File: src/rtl/cpu_pkg.sv
// ---------------------------------------------------------------------------
// cpu_pkg
//   Types shared between the register-writeback queue and the register file.
//   - REG_SEL_W / REG_DATA_W : register select and register data widths.
//   - wpos_e                 : write-position encoding (full word, low byte,
//                              high byte, illegal).
//   - wb_entry_t             : one queued writeback {rd, data, pos}.
// ---------------------------------------------------------------------------
package cpu_pkg;

    localparam int REG_SEL_W  = 3;
    localparam int REG_DATA_W = 16;

    typedef enum logic [1:0] {
        WPOS_FULL = 2'd0,
        WPOS_LOW  = 2'd1,
        WPOS_HIGH = 2'd2,
        WPOS_BAD  = 2'd3
    } wpos_e;

    typedef struct packed {
        logic [REG_SEL_W-1:0]  rd;
        logic [REG_DATA_W-1:0] data;
        wpos_e                 pos;
    } wb_entry_t;

endpackage

File: src/rtl/reg_writeback_if.sv
// ---------------------------------------------------------------------------
// reg_writeback_if
//   Result-source handshakes into the writeback queue.
//   ALU path : I_alu_valid, O_alu_ready, I_alu_rd, I_alu_data, I_alu_pos
//   Load path: I_mem_valid, O_mem_ready, I_mem_rd, I_mem_data, I_mem_pos
//   master : the producers (ALU / load unit)
//   slave  : the writeback queue
// ---------------------------------------------------------------------------
interface reg_writeback_if #(
    parameter int SEL_W  = 3,
    parameter int DATA_W = 16
);
    logic              I_alu_valid;
    logic              O_alu_ready;
    logic [SEL_W-1:0]  I_alu_rd;
    logic [DATA_W-1:0] I_alu_data;
    logic [1:0]        I_alu_pos;

    logic              I_mem_valid;
    logic              O_mem_ready;
    logic [SEL_W-1:0]  I_mem_rd;
    logic [DATA_W-1:0] I_mem_data;
    logic [1:0]        I_mem_pos;

    modport master (
        output I_alu_valid, I_alu_rd, I_alu_data, I_alu_pos,
        output I_mem_valid, I_mem_rd, I_mem_data, I_mem_pos,
        input  O_alu_ready, O_mem_ready
    );

    modport slave (
        input  I_alu_valid, I_alu_rd, I_alu_data, I_alu_pos,
        input  I_mem_valid, I_mem_rd, I_mem_data, I_mem_pos,
        output O_alu_ready, O_mem_ready
    );
endinterface

File: src/rtl/wb_fifo.sv
// ---------------------------------------------------------------------------
// wb_fifo
//   In-order DEPTH x wb_entry_t synchronous FIFO.
//   clk_i   : clock (rising edge)
//   rst_ni  : asynchronous active-low reset, empties the FIFO
//   push_i  : write entry_i at tail (ignored when full)
//   entry_i : entry to write
//   pop_i   : drop head (ignored when empty)
//   head_o  : current head entry (valid when !empty_o)
//   full_o  : DEPTH entries held
//   empty_o : no entries held
//   count_o : number of entries held
//   DEPTH must be a power of two so the pointers wrap naturally.
// ---------------------------------------------------------------------------
module wb_fifo
    import cpu_pkg::*;
#(
    parameter int DEPTH = 4
) (
    input  logic                   clk_i,
    input  logic                   rst_ni,
    input  logic                   push_i,
    input  wb_entry_t              entry_i,
    input  logic                   pop_i,
    output wb_entry_t              head_o,
    output logic                   full_o,
    output logic                   empty_o,
    output logic [$clog2(DEPTH):0] count_o
);

    localparam int AW = $clog2(DEPTH);

    wb_entry_t     mem_q [DEPTH];
    logic [AW-1:0] wr_ptr_q, wr_ptr_d;
    logic [AW-1:0] rd_ptr_q, rd_ptr_d;
    logic [AW:0]   count_q, count_d;
    logic          do_push, do_pop;

    assign full_o  = (count_q == (AW+1)'(DEPTH));
    assign empty_o = (count_q == '0);
    assign count_o = count_q;
    assign head_o  = mem_q[rd_ptr_q];

    assign do_push = push_i & ~full_o;
    assign do_pop  = pop_i & ~empty_o;

    always_comb begin
        wr_ptr_d = wr_ptr_q;
        rd_ptr_d = rd_ptr_q;
        count_d  = count_q;
        if (do_push) begin
            wr_ptr_d = wr_ptr_q + AW'(1);
        end
        if (do_pop) begin
            rd_ptr_d = rd_ptr_q + AW'(1);
        end
        case ({do_push, do_pop})
            2'b10:   count_d = count_q + (AW+1)'(1);
            2'b01:   count_d = count_q - (AW+1)'(1);
            default: count_d = count_q;
        endcase
    end

    always_ff @(posedge clk_i or negedge rst_ni) begin
        if (!rst_ni) begin
            wr_ptr_q <= '0;
            rd_ptr_q <= '0;
            count_q  <= '0;
        end else begin
            wr_ptr_q <= wr_ptr_d;
            rd_ptr_q <= rd_ptr_d;
            count_q  <= count_d;
        end
    end

    // Storage is data only; the pointers decide what is valid.
    always_ff @(posedge clk_i) begin
        if (do_push) begin
            mem_q[wr_ptr_q] <= entry_i;
        end
    end

endmodule

File: src/rtl/reg_writeback.sv
// ---------------------------------------------------------------------------
// reg_writeback
//   Writeback queue between the ALU / load result paths and the register-file
//   write port. Results are accepted over valid/ready (load has priority),
//   byte-lane shaped, buffered in order, and drained one per cycle while the
//   register file is enabled.
//
//   I_clk          : clock (rising edge)
//   I_reset_n      : asynchronous active-low reset
//   src            : reg_writeback_if.slave, ALU and load handshakes
//   I_rf_enable    : drain allowed when 1
//   O_rD_select    : register-file write select
//   O_rD_in        : register-file write data
//   O_rD_write     : one-cycle write strobe
//   O_rD_write_pos : register-file write position
//   O_count        : entries currently queued
//   O_pos_err      : one-cycle pulse when an illegal-pos entry is discarded
//   O_pending      : per-register pending-write mask
//
//   Optional feature macro: WB_PENDING_EN. When defined, O_pending is driven
//   from per-register counters of queued writes plus the write on the port
//   this cycle; when undefined, O_pending is tied to zero.
//
//   SEL_W / DATA_W must match cpu_pkg::REG_SEL_W / REG_DATA_W (entry type).
// ---------------------------------------------------------------------------
module reg_writeback
    import cpu_pkg::*;
#(
    parameter int DEPTH  = 4,
    parameter int DATA_W = REG_DATA_W,
    parameter int SEL_W  = REG_SEL_W
) (
    input  logic                   I_clk,
    input  logic                   I_reset_n,
    reg_writeback_if.slave         src,
    input  logic                   I_rf_enable,
    output logic [SEL_W-1:0]       O_rD_select,
    output logic [DATA_W-1:0]      O_rD_in,
    output logic                   O_rD_write,
    output logic [1:0]             O_rD_write_pos,
    output logic [$clog2(DEPTH):0] O_count,
    output logic                   O_pos_err,
    output logic [2**SEL_W-1:0]    O_pending
);

    // Byte writes arrive in data[7:0]; the high-byte case moves it up a lane
    // and the unused lane is forced to zero.
    function automatic logic [DATA_W-1:0] shape_data(input logic [DATA_W-1:0] d,
                                                     input wpos_e             pos);
        logic [DATA_W-1:0] r;
        case (pos)
            WPOS_LOW:  r = DATA_W'(d[7:0]);
            WPOS_HIGH: r = DATA_W'(d[7:0]) << 8;
            default:   r = d;
        endcase
        return r;
    endfunction

    wb_entry_t push_entry;
    wb_entry_t head;
    logic      full, empty;
    logic      mem_take, alu_take, push, pop;

    logic [SEL_W-1:0]  sel_q, sel_d;
    logic [DATA_W-1:0] data_q, data_d;
    logic [1:0]        wpos_q, wpos_d;
    logic              write_q, write_d;
    logic              err_q, err_d;

    // Readiness looks only at the pre-pop fill level, so a full queue never
    // accepts even if it drains on the same edge.
    assign src.O_mem_ready = I_reset_n & ~full;
    assign src.O_alu_ready = I_reset_n & ~full & ~src.I_mem_valid;

    assign mem_take = src.I_mem_valid & src.O_mem_ready;
    assign alu_take = src.I_alu_valid & src.O_alu_ready;
    assign push     = mem_take | alu_take;
    assign pop      = ~empty & I_rf_enable;

    always_comb begin
        push_entry = '0;
        if (mem_take) begin
            push_entry.rd   = src.I_mem_rd;
            push_entry.pos  = wpos_e'(src.I_mem_pos);
            push_entry.data = shape_data(src.I_mem_data, wpos_e'(src.I_mem_pos));
        end else if (alu_take) begin
            push_entry.rd   = src.I_alu_rd;
            push_entry.pos  = wpos_e'(src.I_alu_pos);
            push_entry.data = shape_data(src.I_alu_data, wpos_e'(src.I_alu_pos));
        end
    end

    wb_fifo #(
        .DEPTH (DEPTH)
    ) u_fifo (
        .clk_i   (I_clk),
        .rst_ni  (I_reset_n),
        .push_i  (push),
        .entry_i (push_entry),
        .pop_i   (pop),
        .head_o  (head),
        .full_o  (full),
        .empty_o (empty),
        .count_o (O_count)
    );

    // Output stage: a popped head becomes a one-cycle strobe. Illegal-pos
    // entries raise the error pulse instead and leave select/data/pos alone.
    always_comb begin
        write_d = 1'b0;
        err_d   = 1'b0;
        sel_d   = sel_q;
        data_d  = data_q;
        wpos_d  = wpos_q;
        if (pop) begin
            if (head.pos == WPOS_BAD) begin
                err_d = 1'b1;
            end else begin
                write_d = 1'b1;
                sel_d   = head.rd;
                data_d  = head.data;
                wpos_d  = head.pos;
            end
        end
    end

    always_ff @(posedge I_clk or negedge I_reset_n) begin
        if (!I_reset_n) begin
            write_q <= 1'b0;
            err_q   <= 1'b0;
            sel_q   <= '0;
            data_q  <= '0;
            wpos_q  <= '0;
        end else begin
            write_q <= write_d;
            err_q   <= err_d;
            sel_q   <= sel_d;
            data_q  <= data_d;
            wpos_q  <= wpos_d;
        end
    end

    assign O_rD_write     = write_q;
    assign O_pos_err      = err_q;
    assign O_rD_select    = sel_q;
    assign O_rD_in        = data_q;
    assign O_rD_write_pos = wpos_q;

`ifdef WB_PENDING_EN
    // One counter per register of legal writes still in the queue; a counter
    // can never exceed DEPTH, so it shares the count width.
    localparam int CW = $clog2(DEPTH) + 1;

    logic [CW-1:0] pend_cnt_q [2**SEL_W];
    logic [CW-1:0] pend_cnt_d [2**SEL_W];

    always_comb begin
        for (int i = 0; i < 2**SEL_W; i++) begin
            pend_cnt_d[i] = pend_cnt_q[i];
            if (push && push_entry.pos != WPOS_BAD && push_entry.rd == SEL_W'(i)) begin
                pend_cnt_d[i] = pend_cnt_d[i] + CW'(1);
            end
            if (pop && head.pos != WPOS_BAD && head.rd == SEL_W'(i)) begin
                pend_cnt_d[i] = pend_cnt_d[i] - CW'(1);
            end
        end
    end

    always_ff @(posedge I_clk or negedge I_reset_n) begin
        if (!I_reset_n) begin
            for (int i = 0; i < 2**SEL_W; i++) begin
                pend_cnt_q[i] <= '0;
            end
        end else begin
            for (int i = 0; i < 2**SEL_W; i++) begin
                pend_cnt_q[i] <= pend_cnt_d[i];
            end
        end
    end

    // The write on the port this cycle has not reached the register file
    // yet, so its target still counts as pending.
    always_comb begin
        O_pending = '0;
        for (int i = 0; i < 2**SEL_W; i++) begin
            O_pending[i] = (pend_cnt_q[i] != '0) | (write_q & (sel_q == SEL_W'(i)));
        end
    end
`else
    assign O_pending = '0;
`endif

endmodule

File: src/flat_wrapper.sv
// flat-port wrapper written by rule: the top's interface ports become plain ports
module reg_writeback_flat import cpu_pkg::*;
#(
    parameter int DEPTH  = 4,
    parameter int DATA_W = REG_DATA_W,
    parameter int SEL_W  = REG_SEL_W
)
  (I_clk, I_reset_n, I_rf_enable, O_rD_select, O_rD_in, O_rD_write, O_rD_write_pos, O_count, O_pos_err, O_pending, src_I_alu_valid, src_I_alu_rd, src_I_alu_data, src_I_alu_pos, src_I_mem_valid, src_I_mem_rd, src_I_mem_data, src_I_mem_pos, src_O_alu_ready, src_O_mem_ready);
  reg_writeback_if #(.SEL_W(SEL_W), .DATA_W(DATA_W)) src_i ();
  input  logic I_clk;
  input  logic I_reset_n;
  input  logic I_rf_enable;
  output logic [SEL_W-1:0] O_rD_select;
  output logic [DATA_W-1:0] O_rD_in;
  output logic O_rD_write;
  output logic [1:0] O_rD_write_pos;
  output logic [$clog2(DEPTH):0] O_count;
  output logic O_pos_err;
  output logic [2**SEL_W-1:0] O_pending;
  input wire logic [$bits(src_i.I_alu_valid)-1:0] src_I_alu_valid;
  input wire logic [$bits(src_i.I_alu_rd)-1:0] src_I_alu_rd;
  input wire logic [$bits(src_i.I_alu_data)-1:0] src_I_alu_data;
  input wire logic [$bits(src_i.I_alu_pos)-1:0] src_I_alu_pos;
  input wire logic [$bits(src_i.I_mem_valid)-1:0] src_I_mem_valid;
  input wire logic [$bits(src_i.I_mem_rd)-1:0] src_I_mem_rd;
  input wire logic [$bits(src_i.I_mem_data)-1:0] src_I_mem_data;
  input wire logic [$bits(src_i.I_mem_pos)-1:0] src_I_mem_pos;
  output wire logic [$bits(src_i.O_alu_ready)-1:0] src_O_alu_ready;
  output wire logic [$bits(src_i.O_mem_ready)-1:0] src_O_mem_ready;
  assign src_i.I_alu_valid = src_I_alu_valid;
  assign src_i.I_alu_rd = src_I_alu_rd;
  assign src_i.I_alu_data = src_I_alu_data;
  assign src_i.I_alu_pos = src_I_alu_pos;
  assign src_i.I_mem_valid = src_I_mem_valid;
  assign src_i.I_mem_rd = src_I_mem_rd;
  assign src_i.I_mem_data = src_I_mem_data;
  assign src_i.I_mem_pos = src_I_mem_pos;
  assign src_O_alu_ready = src_i.O_alu_ready;
  assign src_O_mem_ready = src_i.O_mem_ready;
  reg_writeback #(.DEPTH(DEPTH), .DATA_W(DATA_W), .SEL_W(SEL_W)) u_core (.I_clk(I_clk), .I_reset_n(I_reset_n), .src(src_i), .I_rf_enable(I_rf_enable), .O_rD_select(O_rD_select), .O_rD_in(O_rD_in), .O_rD_write(O_rD_write), .O_rD_write_pos(O_rD_write_pos), .O_count(O_count), .O_pos_err(O_pos_err), .O_pending(O_pending));
endmodule
File: config.mk
export PLATFORM = sky130hd
export DESIGN_NAME = reg_writeback_flat
export DESIGN_NICKNAME = d
export VERILOG_FILES = /design/src/rtl/cpu_pkg.sv /design/src/rtl/reg_writeback_if.sv /design/src/rtl/wb_fifo.sv /design/src/rtl/reg_writeback.sv /design/src/flat_wrapper.sv
export SDC_FILE = /design/constraint.sdc
export NUM_CORES = 1
export LEC_CHECK = 0
export ABC_CLOCK_PERIOD_IN_PS = 2400
export BUFFER_PORTS_ARGS = -buffer_cell sky130_fd_sc_hd__buf_2
export CAP_MARGIN = 10
export CELL_PAD_IN_SITES_DETAIL_PLACEMENT = 1
export CELL_PAD_IN_SITES_GLOBAL_PLACEMENT = 1
export CORE_ASPECT_RATIO = 1.4
export CORE_MARGIN = 2
export CORE_UTILIZATION = 35
export DETAILED_ROUTE_END_ITERATION = 8
export GPL_ROUTABILITY_DRIVEN = 0
export PLACE_DENSITY = 0.58
export SYNTH_ARGS = -nofsm -noshare
export SYNTH_HDL_FRONTEND = slang
export SYNTH_SLANG_ARGS = --single-unit
File: constraint.sdc
create_clock -name I_clk -period 2.4 [get_ports I_clk]
set_input_delay 0 -clock I_clk [delete_from_list [all_inputs] [get_ports I_clk]]
set_output_delay 0 -clock I_clk [all_outputs]
set_load 0.005 [all_outputs]
==> results.sh <==
export IMPL_final_hold_violation_count=0
export IMPL_setup_viol_count_final=0
export IMPL_wl_mm=11.3
export IMPL_syn_area_per_cell_um2=17.1
export IMPL_fmax_ghz=0.433
export IMPL_core_um2=13800
export IMPL_totalPowerFinal_mw=7.72
export IMPL_htree_num_levels=4
export IMPL_die_x_um=105
export IMPL_synthDominantCellAreaShare_pct=50.9
export IMPL_num_vias=2890
export IMPL_fin_setup_tns_ns=0
export IMPL_cp_max_fo=6
export IMPL_finalClockSkew_ns=0.00808
export IMPL_critPathKind="flip-flop to flip-flop"
export IMPL_synth_seq_area_share_pct=66.0
export IMPL_worst_skew_pair_late_latency_ns=0.40
export IMPL_root_buffer="clkbuf_16"
export IMPL_maxCapViolations=0
export IMPL_track_usage_pct=15.6
export IMPL_grt_overflow=0
export IMPL_hold_ws_ns=0.0296
export IMPL_worst_ir_drop_vdd_mv=0.527
export IMPL_dp_cells=553
export IMPL_num_antenna_cells=0
export IMPL_pin_count=83
export IMPL_drt_iter0_drc=131
export IMPL_drc=0
export IMPL_dp_hpwl_mm=7.75
export IMPL_slowest_delay_ns=0.60
export IMPL_pwr_share_seq_pct=37.5
export IMPL_yosysUniqueCellTypes=36
export IMPL_io_buffers=74
export IMPL_crit_chain="or3b_1, buf_4, and3_2, a22o_1, dlygate4sd3_1"
export IMPL_clkTransAtPathRegs_ns=0.05
export IMPL_fin_ws_ns=0.0890
export IMPL_slew_violations=0
export IMPL_worstPathArrival_ns=2.44
export IMPL_post_route_util_pct=45.2
export IMPL_postSynth_asyncResetShare_pct=26.3
export IMPL_die_area_um2=15100
export IMPL_grt_pass1_vias=3228
export IMPL_ant_nets=0
export IMPL_min_path_type="input pin to flip-flop"
export IMPL_drive_gt1_share_pct=40.9
export IMPL_initial_core_util_pct=35.8
export IMPL_route_detailed_wl_per_inst_um=19.1
export IMPL_syn_area_um2=4960
export IMPL_synth_enable_flop_cells=84
export IMPL_combPwrFrac_pct=29.4
export IMPL_min_period_ns=2.31
export IMPL_area_growth_pct=26.2
export IMPL_dr_pass1_iters=4
export IMPL_synthTopCellsByCount="84 x edfxtp_1, 30 x dfrtp_1, 26 x inv_1"
export IMPL_place_area_um2=5590
export IMPL_cp_end_kind="flip-flop"
export IMPL_internal_power_mw=5.63
export IMPL_switching_power_mw=2.09
export IMPL_syn_inst=289
export IMPL_grt_pass1_wl_mm=17.3
export IMPL_nNetsFinal=450
export IMPL_pwr_share_clk_pct=33.1
export IMPL_cp_slowest_cell="dlygate4sd3_1"
export IMPL_rows=51
export IMPL_required_ns=2.53
export IMPL_yosys_top_cells_area="edfxtp_1 51%, dfrtp_1 15%, mux4_2 9.1%, mux2_4 5.8%, ha_1 2.3%"
export IMPL_clockBufferDepth=2
export IMPL_timing_final_crit_share_pct=96.3
export IMPL_rsz0062_at_grt="no"
export IMPL_worst_slew_pin_slew_ns=0.673
export IMPL_antenna_found_initial=0
export IMPL_regArea_um2=3270
export IMPL_synthFlopType="edfxtp_1"
export IMPL_swShare_pct=27.1
export IMPL_slew_headroom_pct=55.0
export IMPL_clkSinkCount=114
export IMPL_yosys_warnings=0
export IMPL_status="finished clean"
export IMPL_fin_area_um2=6250
export IMPL_grt_max_degree=23
export IMPL_ys_seq_elements=114
export IMPL_yosysMostFrequentCell="edfxtp_1"
export IMPL_synth_top_cell_by_area="edfxtp_1"
export IMPL_vias_per_cell=4.89
export IMPL_cts_tree="built"
export IMPL_power_density_nw_per_um2=1230
export IMPL_cts_inserted_buffers=17
export IMPL_cp_start_kind="flip-flop"
export IMPL_multiInputGateArea_um2=1470
export IMPL_p_leak_nw=2.54
export IMPL_die_h_um=145
export IMPL_n_fill_cell=1382
export IMPL_place_ws_ns=0.251
export IMPL_fin_cells=591
-- timing repair --
item,4_1_cts,5_1_grt
hold endpoints to repair,38,0
setup endpoints to repair,0,8
hold buffers,5,0
gates resized for setup,0,1
buffers inserted,0,1
-- worst max-delay path, delay by kind of cell (launching register included) --
kind	cells	cell delay (ns)
AOI/OAI and AO/OA	1	0.24
DFF	1	0.37
buffers and inverters	2	0.77
and+or+nand+nor	2	0.66
-- flip-flops by register name, indices dropped and copies added, names as in the netlist --
register,count
u_core.u_fifo.count_o,3
u_core.O_rD_select,3
u_core.u_fifo.rd_ptr_q,2
u_core.u_fifo.wr_ptr_q,2
u_core.O_rD_write,1
u_core.O_rD_in,16
u_core.O_pos_err,1
u_core.O_rD_write_pos,2
u_core.u_fifo.mem_q,84
-- path summary, 6_finish.rpt --
check / cells after the start / from / end / slack, ns
min in group asynchronous: 2 / I_reset_n / u_core.u_fifo.count_o[2] / 0.05
max reg2reg: 5 / u_core.u_fifo.count_o[1] / u_core.u_fifo.mem_q[0][19] / 0.09
max: 5 / u_core.u_fifo.count_o[1] / u_core.u_fifo.mem_q[0][19] / 0.09
min reg2reg: 1 / u_core.O_rD_write_pos[0] / u_core.O_rD_write_pos[0] / 0.49
min: 2 / src_I_alu_rd[2] / u_core.u_fifo.mem_q[2][20] / 0.03
max in group asynchronous: 3 / I_reset_n / u_core.O_rD_in[7] / 1.72
-- power by group through the flow --
stage	logic, mW	clock network, mW	registers, mW
after floorplan	1.55	0	2.90
after global placement	2.25	0	2.91
after detailed placement	2.32	0	2.93
after CTS	2.33	2.60	2.90
after global routing	2.48	2.68	2.96
final	2.27	2.56	2.89
-- cells by family (layout without fill, tap and decap cells) --
family | count (synthesis) | count (layout) | synth area share (%)
flip-flops | 114 | 114 | 66.0
buffers and inverters | 49 | 159 | 4.87
AO/OA/AOI/OAI | 44 | 44 | 6.99
multiplexers | 41 | 41 | 15.6
AND/OR/NAND/NOR | 24 | 24 | 2.68
adder cells (fa/ha/maj) | 10 | 10 | 2.68
XOR/XNOR | 6 | 6 | 1.06
other | 1 | 8 | 0.0757
-- layout by cell type (no fill, tap or decap), types with 2 or more instances in the layout --
cell,netlist,routed
a22oi_1,14,14
mux2_4,19,19
bufinv_16,0,4
o32ai_1,8,8
nor2_1,4,4
inv_1,26,26
and2_1,5,5
o22a_1,2,2
edfxtp_1,84,84
mux4_2,20,20
xor2_1,2,2
dlygate4sd3_1,0,5
xnor2_1,4,4
a22o_1,4,4
conb_1,1,8
buf_4,8,21
nand2_1,6,6
nor2b_1,3,3
o22ai_1,9,9
o21ai_0,3,3
ha_1,9,9
dfrtp_1,30,30
buf_2,4,74
clkinv_2,0,4
clkinv_1,0,2
clkbuf_1,7,3
clkbuf_16,0,17
-- cell type report --
class	count	share of cell area, %
Timing Repair Buffer	100	9.24
Clock inverter	12	2.62
Sequential cell	114	52.3
Clock buffer	20	6.98
Inverter	27	1.62
Multi-Input combinational cell	133	23.5
Tap cell	185	3.70
-- routing by layer --
metal | part of all wire, % | vias to the layer above | global-route usage (%)
met2 | 53 | 88 | 28.0
met3 | 4.8 | 15 | 3.72
met1 | 41 | 1476 | 17.9
met5 | 0 | - | 0
li1 | - | 1311 | -
met4 | 1.6 | 0 | 6.74
Note: power is estimated with default switching activity, not from simulation.
